**config.mk**
```make
export PLATFORM = sky130hd
export DESIGN_NAME = shift_serializer_flat
export DESIGN_NICKNAME = d
export VERILOG_FILES = /design/src/rtl/shift_serializer_if.sv /design/src/rtl/shift_serializer.sv /design/src/flat_wrapper.sv
export SDC_FILE = /design/constraint.sdc
export NUM_CORES = 1
export LEC_CHECK = 0
export BUFFER_PORTS_ARGS = -buffer_cell sky130_fd_sc_hd__buf_2
export CORE_ASPECT_RATIO = 0.5
export CORE_MARGIN = 4
export CORE_UTILIZATION = 40
export DETAILED_ROUTE_END_ITERATION = 10
export PLACE_DENSITY = 0.7
export SLEW_MARGIN = 20
export SYNTH_ARGS = -nofsm -noshare
export SYNTH_HDL_FRONTEND = slang
export SYNTH_SLANG_ARGS = --single-unit
```
**constraint.sdc**
```tcl
create_clock -name clk -period 2.54 [get_ports clk]
set_input_delay 0.127 -clock clk [delete_from_list [all_inputs] [get_ports clk]]
set_output_delay 0.127 -clock clk [all_outputs]
set_load 0.1 [all_outputs]
```
**src/rtl/shift_serializer_if.sv**
```systemverilog
// Parallel-in / serial-out handshake bundle between the barrel shifter,
// the serializer and the serial adder datapath.
interface shift_serializer_if #(
  parameter int WIDTH = 16
);
  // Parallel side (barrel shifter -> serializer)
  logic [WIDTH-1:0] in_data;
  logic             in_valid;
  logic             in_ready;

  // Serial side (serializer -> serial adder)
  logic             ser_out;
  logic             ser_valid;
  logic             ser_last;
  logic             ser_ready;

  // Status
  logic [7:0]       frames_done;

  // Producer/consumer side: drives words and serial backpressure.
  modport master (
    output in_data, in_valid, ser_ready,
    input  in_ready, ser_out, ser_valid, ser_last, frames_done
  );

  // Serializer side.
  modport slave (
    input  in_data, in_valid, ser_ready,
    output in_ready, ser_out, ser_valid, ser_last, frames_done
  );
endinterface

```
**src/rtl/shift_serializer.sv**
```systemverilog
// LSB-first serializer with a one-entry holding register. A word waiting in
// the holding register is loaded on the last-bit transfer of the current
// word, so back-to-back words stream with no idle cycle between them.
module shift_serializer #(
  parameter int WIDTH = 16
) (
  input  logic              clk,
  input  logic              rst,
  shift_serializer_if.slave bus
);

  localparam int CNT_W = (WIDTH > 1) ? $clog2(WIDTH) : 1;
  localparam logic [CNT_W-1:0] CNT_LAST = CNT_W'(WIDTH - 1);

  typedef enum logic [0:0] {
    S_IDLE  = 1'b0,
    S_SHIFT = 1'b1
  } state_t;

  state_t           state_q,     state_d;
  logic [WIDTH-1:0] hold_q,      hold_d;
  logic             hold_full_q, hold_full_d;
  logic [WIDTH-1:0] sreg_q,      sreg_d;
  logic [CNT_W-1:0] cnt_q,       cnt_d;
  logic [7:0]       frames_q,    frames_d;

  logic accept;
  logic transfer;
  logic last_bit;

  // Handshake decode. in_ready depends only on registered state and reset.
  assign bus.in_ready = !hold_full_q && !rst;
  assign accept       = bus.in_valid && bus.in_ready;
  assign transfer     = (state_q == S_SHIFT) && bus.ser_ready;
  assign last_bit     = (cnt_q == CNT_LAST);

  // Serial outputs decoded from registers only; quiet outside SHIFT.
  assign bus.ser_valid   = (state_q == S_SHIFT);
  assign bus.ser_out     = (state_q == S_SHIFT) && sreg_q[0];
  assign bus.ser_last    = (state_q == S_SHIFT) && last_bit;
  assign bus.frames_done = frames_q;

  // Next-state logic: load/shift/drain sequencing and holding-register fill.
  always_comb begin
    // NOTE: every variable gets a default first so no path leaves it
    // unassigned; otherwise synthesis infers a latch.
    state_d     = state_q;
    hold_d      = hold_q;
    hold_full_d = hold_full_q;
    sreg_d      = sreg_q;
    cnt_d       = cnt_q;
    frames_d    = frames_q;

    unique case (state_q)
      S_IDLE: begin
        if (hold_full_q) begin
          sreg_d      = hold_q;
          cnt_d       = '0;
          hold_full_d = 1'b0;
          state_d     = S_SHIFT;
        end
      end

      S_SHIFT: begin
        if (transfer) begin
          if (!last_bit) begin
            sreg_d = sreg_q >> 1;
            cnt_d  = cnt_q + CNT_W'(1);
          end else begin
            frames_d = frames_q + 8'd1;
            cnt_d    = '0;
            if (hold_full_q) begin
              // Zero-bubble hand-over to the waiting word.
              sreg_d      = hold_q;
              hold_full_d = 1'b0;
            end else begin
              state_d = S_IDLE;
            end
          end
        end
      end

      default: state_d = S_IDLE;
    endcase

    // Accept only when the holding register is empty, so it can never
    // collide with a drain in the same cycle.
    if (accept) begin
      hold_d      = bus.in_data;
      hold_full_d = 1'b1;
    end
  end

  // State registers with synchronous active-high reset.
  always_ff @(posedge clk) begin
    // NOTE: sequential state uses non-blocking assignments so all registers
    // update together from values sampled before the edge.
    if (rst) begin
      state_q     <= S_IDLE;
      hold_q      <= '0;
      hold_full_q <= 1'b0;
      sreg_q      <= '0;
      cnt_q       <= '0;
      frames_q    <= '0;
    end else begin
      state_q     <= state_d;
      hold_q      <= hold_d;
      hold_full_q <= hold_full_d;
      sreg_q      <= sreg_d;
      cnt_q       <= cnt_d;
      frames_q    <= frames_d;
    end
  end

endmodule

```
**src/flat_wrapper.sv**
```systemverilog
// flat-port wrapper written by rule: the top's interface ports become plain ports
module shift_serializer_flat 
#(
  parameter int WIDTH = 16
)
  (clk, rst, bus_in_data, bus_in_valid, bus_ser_ready, bus_in_ready, bus_ser_out, bus_ser_valid, bus_ser_last, bus_frames_done);
  shift_serializer_if #(.WIDTH(WIDTH)) bus_i ();
  input  logic clk;
  input  logic rst;
  input wire logic [$bits(bus_i.in_data)-1:0] bus_in_data;
  input wire logic [$bits(bus_i.in_valid)-1:0] bus_in_valid;
  input wire logic [$bits(bus_i.ser_ready)-1:0] bus_ser_ready;
  output wire logic [$bits(bus_i.in_ready)-1:0] bus_in_ready;
  output wire logic [$bits(bus_i.ser_out)-1:0] bus_ser_out;
  output wire logic [$bits(bus_i.ser_valid)-1:0] bus_ser_valid;
  output wire logic [$bits(bus_i.ser_last)-1:0] bus_ser_last;
  output wire logic [$bits(bus_i.frames_done)-1:0] bus_frames_done;
  assign bus_i.in_data = bus_in_data;
  assign bus_i.in_valid = bus_in_valid;
  assign bus_i.ser_ready = bus_ser_ready;
  assign bus_in_ready = bus_i.in_ready;
  assign bus_ser_out = bus_i.ser_out;
  assign bus_ser_valid = bus_i.ser_valid;
  assign bus_ser_last = bus_i.ser_last;
  assign bus_frames_done = bus_i.frames_done;
  shift_serializer #(.WIDTH(WIDTH)) u_core (.clk(clk), .rst(rst), .bus(bus_i));
endmodule
```
==> metrics.md <==
| Metric | Value |
|---|---|
| Routability cong. | `0.780` |
| Synth cell types | `37` |
| Startpoint types | `register` |
| Routed vias | `1659` |
| Crit share post-route | `78.1%` |
| Setup Skew | `0.00863 ns` |
| CTS Buf Count | `5` |
| Post-Syn Area per Cell | `about 8.9 µm²` |
| Post_cts resized | `0` |
| Die area | `6300 µm²` |
| Routed vias/inst | `roughly 5.2` |
| Setup TNS | `0 ns` |
| Worst Hold Class | `input pin to register` |
| 1st-pass router iterations | `4` |
| Clk_lat worst skew | `0.30 ns` |
| Grt ovf | `0` |
| Fillers | `about 430` |
| Worst setup EP type | `output pin` |
| FP Rows | `17` |
| Initial antenna violation count | `0` |
| Dpl cells | `310` |
| Cell area after layout | `2300 µm²` |
| CTS tree | `yes` |
| Fin Hold WS | `0.0109 ns` |
| Syn nets | `248` |
| DRT Wirelength | `4090 µm` |
| I/O pins | `32` |
| Area of the mapped netlist | `2010 µm²` |
| WL per Instance | `12.9 µm` |
| Sequential share of the synthesized area | `approximately 46%` |
| Die Span Y | `58.2 µm` |
| Synth warn | `0` |
| Overall Global Routing Usage | `13.4%` |
| Most frequent cells in the layout | `46 x dfxtp_1, 31 x buf_2, 21 x nand2_1` |
| Fmax | `between 500 and 600 MHz` |
| Clock Path Buffers | `2` |
| Setup Fix Bufs, Post-CTS | `0` |
| Minimum clock period after layout | `1.98 ns` |
| Tot Pwr | `~1.5 mW` |
| Area Growth Syn to Fin | `14.4%` |
| ANT nets after route | `0` |
| Hpwl dp | `2670 µm` |
| Core area | `4620 µm²` |
| Share of cells above drive strength 1 | `21.0%` |
| I/O Buffers | `31` |
| CTS sink count | `46` |
| RSZ-0062 raised after global routing | `false` |
| Vias in the first global route | `about 1500` |
| Slew Viols, Final | `0` |
| PD cells | `630 nW/µm²` |
| Starting density of the core | `between 40% and 50%` |
| Post-synthesis instance total | `226` |
| First-pass GRT wire length | `6750 µm` |
| NumNets Final | `273` |
| VDD IR max | `0.240 mV` |
| FF+latch count, synth | `46` |
| Largest net degree at the start of global routing | `33` |
| Crit-path max FO | `7` |
| Max-cap viol count | `0` |
| Worst Tran Pin Value | `0.692 ns` |
| Class of the most critical setup path | `register to output pin` |
| Fin cells | `about 320` |
| Final Hold Vio Count | `0` |
| DR iter-0 viols | `between 50 and 60` |
| CP arrival | `between 1.5 and 2 ns` |
| DIE WIDTH | `approximately 110 µm` |
| CTS clk-pin slew, worst paths | `around 0.080 ns` |
| CTS root buf | `clkbuf_8` |
| # hold bufs at CTS | `0` |
| Critical Path RT | `about 2.4 ns` |
| Max_slew headroom | `between 50% and 60%` |
| # setup viols final | `0` |
| Commonest non-fill, non-tap cell in the layout | `dfxtp_1` |
| Leakage | `0.874 nW` |
| Drt drc | `0` |
| N_diodes | `0` |
| Status | `complete, no violations` |
| Dpl cell area | `roughly 2200 µm²` |
| Max H-tree Level | `2` |
-- per-stage QoR --
stage | setup slack, ns | util (%)
after floorplan | 0.266 | -
after detailed placement | 0.778 | 47.6
after global placement | 0.811 | 47.6
after global routing | 0.464 | 49.9
after CTS | 0.585 | 49.9
final | 0.556 | 49.9
-- power breakdown --
group / switching [mW] / internal (mW)
Sequential: 0.0310 / 0.766
Clock: 0.251 / 0.249
Combinational: 0.0899 / 0.0642
-- final timing paths --
path,from,end,slack (ns),depth (start not counted)
setup / recovery,u_core.cnt_q[0]$_SDFFE_PP0P_,bus_ser_last,0.56,4
hold reg to reg,u_core.hold_q[1]$_SDFFE_PP0P_,u_core.hold_q[1]$_SDFFE_PP0P_,0.48,2
setup reg to reg,u_core.cnt_q[0]$_SDFFE_PP0P_,u_core.sreg_q[4]$_SDFFE_PP0P_,0.73,4
hold / removal,bus_in_data[15],u_core.hold_q[15]$_SDFFE_PP0P_,0.01,3
-- cells in the mapped netlist --
library cell / count / share of area [%]
dfxtp_1: 46 / 46
nand4b_1: 1 / 0.44
buf_2: 7 / 1.7
a21boi_0: 1 / 0.37
a22oi_1: 1 / 0.37
a21o_1: 2 / 0.75
inv_1: 16 / 3.0
nand2b_1: 16 / 5.0
a21oi_2: 1 / 0.44
nor3b_1: 1 / 0.37
a21oi_1: 12 / 3.0
nand2_1: 21 / 3.9
nand4_1: 4 / 1.2
o21ai_1: 4 / 1.0
mux2i_1: 1 / 0.50
and2_2: 1 / 0.37
nand4_4: 1 / 1.1
nand3_1: 7 / 1.7
ha_1: 2 / 1.2
clkbuf_1: 7 / 1.3
a221oi_1: 1 / 0.44
a211oi_1: 1 / 0.37
nand2b_2: 1 / 0.44
buf_4: 1 / 0.37
a31oi_1: 15 / 4.7
mux2_2: 1 / 0.56
o221a_1: 10 / 5.6
o221a_2: 5 / 2.8
and2_1: 2 / 0.62
or4_1: 4 / 1.5
nor2_1: 5 / 0.93
o21ai_0: 17 / 4.2
or3_1: 4 / 1.2
and3_1: 1 / 0.31
o31ai_1: 4 / 1.5
buf_6: 1 / 0.56
nor2b_1: 1 / 0.31
-- layer usage --
layer	part of all wire, %	GRT usage [%]	up-vias
met5	0	0	-
met4	1.8	6.47	0
met3	3.8	3.45	8
met2	43	21.4	26
met1	52	17.1	762
li1	-	-	863
-- sequential cells by signal, indices dropped and copies added, names as in the netlist --
| signal | count |
|---|---|
| u_core.hold_q | 16 |
| u_core.sreg_q | 16 |
| u_core.bus.frames_done | 8 |
| u_core.cnt_q | 4 |
| u_core.bus.ser_valid | 1 |
| u_core.hold_full_q | 1 |
-- logic make-up (layout without fill, tap and decap cells) --
logic type	Yosys count	count (layout)	share of synthesized area, %
buffers and inverters	32	58	6.97
adder cells (fa/ha/maj)	2	2	1.24
AND/OR/NAND/NOR	70	70	19.5
flip-flops	46	46	45.8
multiplexers	2	2	1.06
AO/OA/AOI/OAI	74	74	25.5
-- layout make-up --
cell class / instances / area, µm² / area share, %
multi-input combinational: 148 / 956 / 41.5
sequential: 46 / 921 / 40.0
timing repair buffer: 34 / 178 / 7.72
clock buffer: 7 / 96.3 / 4.18
tap: 66 / 82.6 / 3.59
inverter: 16 / 60.1 / 2.61
clock inverter: 1 / 8.76 / 0.380
-- critical path, cell delays in order (launching register included) --
cell	delay, ns
dfxtp_1	0.38
ha_1	0.30
and3_1	0.29
and2_1	0.17
buf_2	0.43
(Power assumes the default switching activity.)
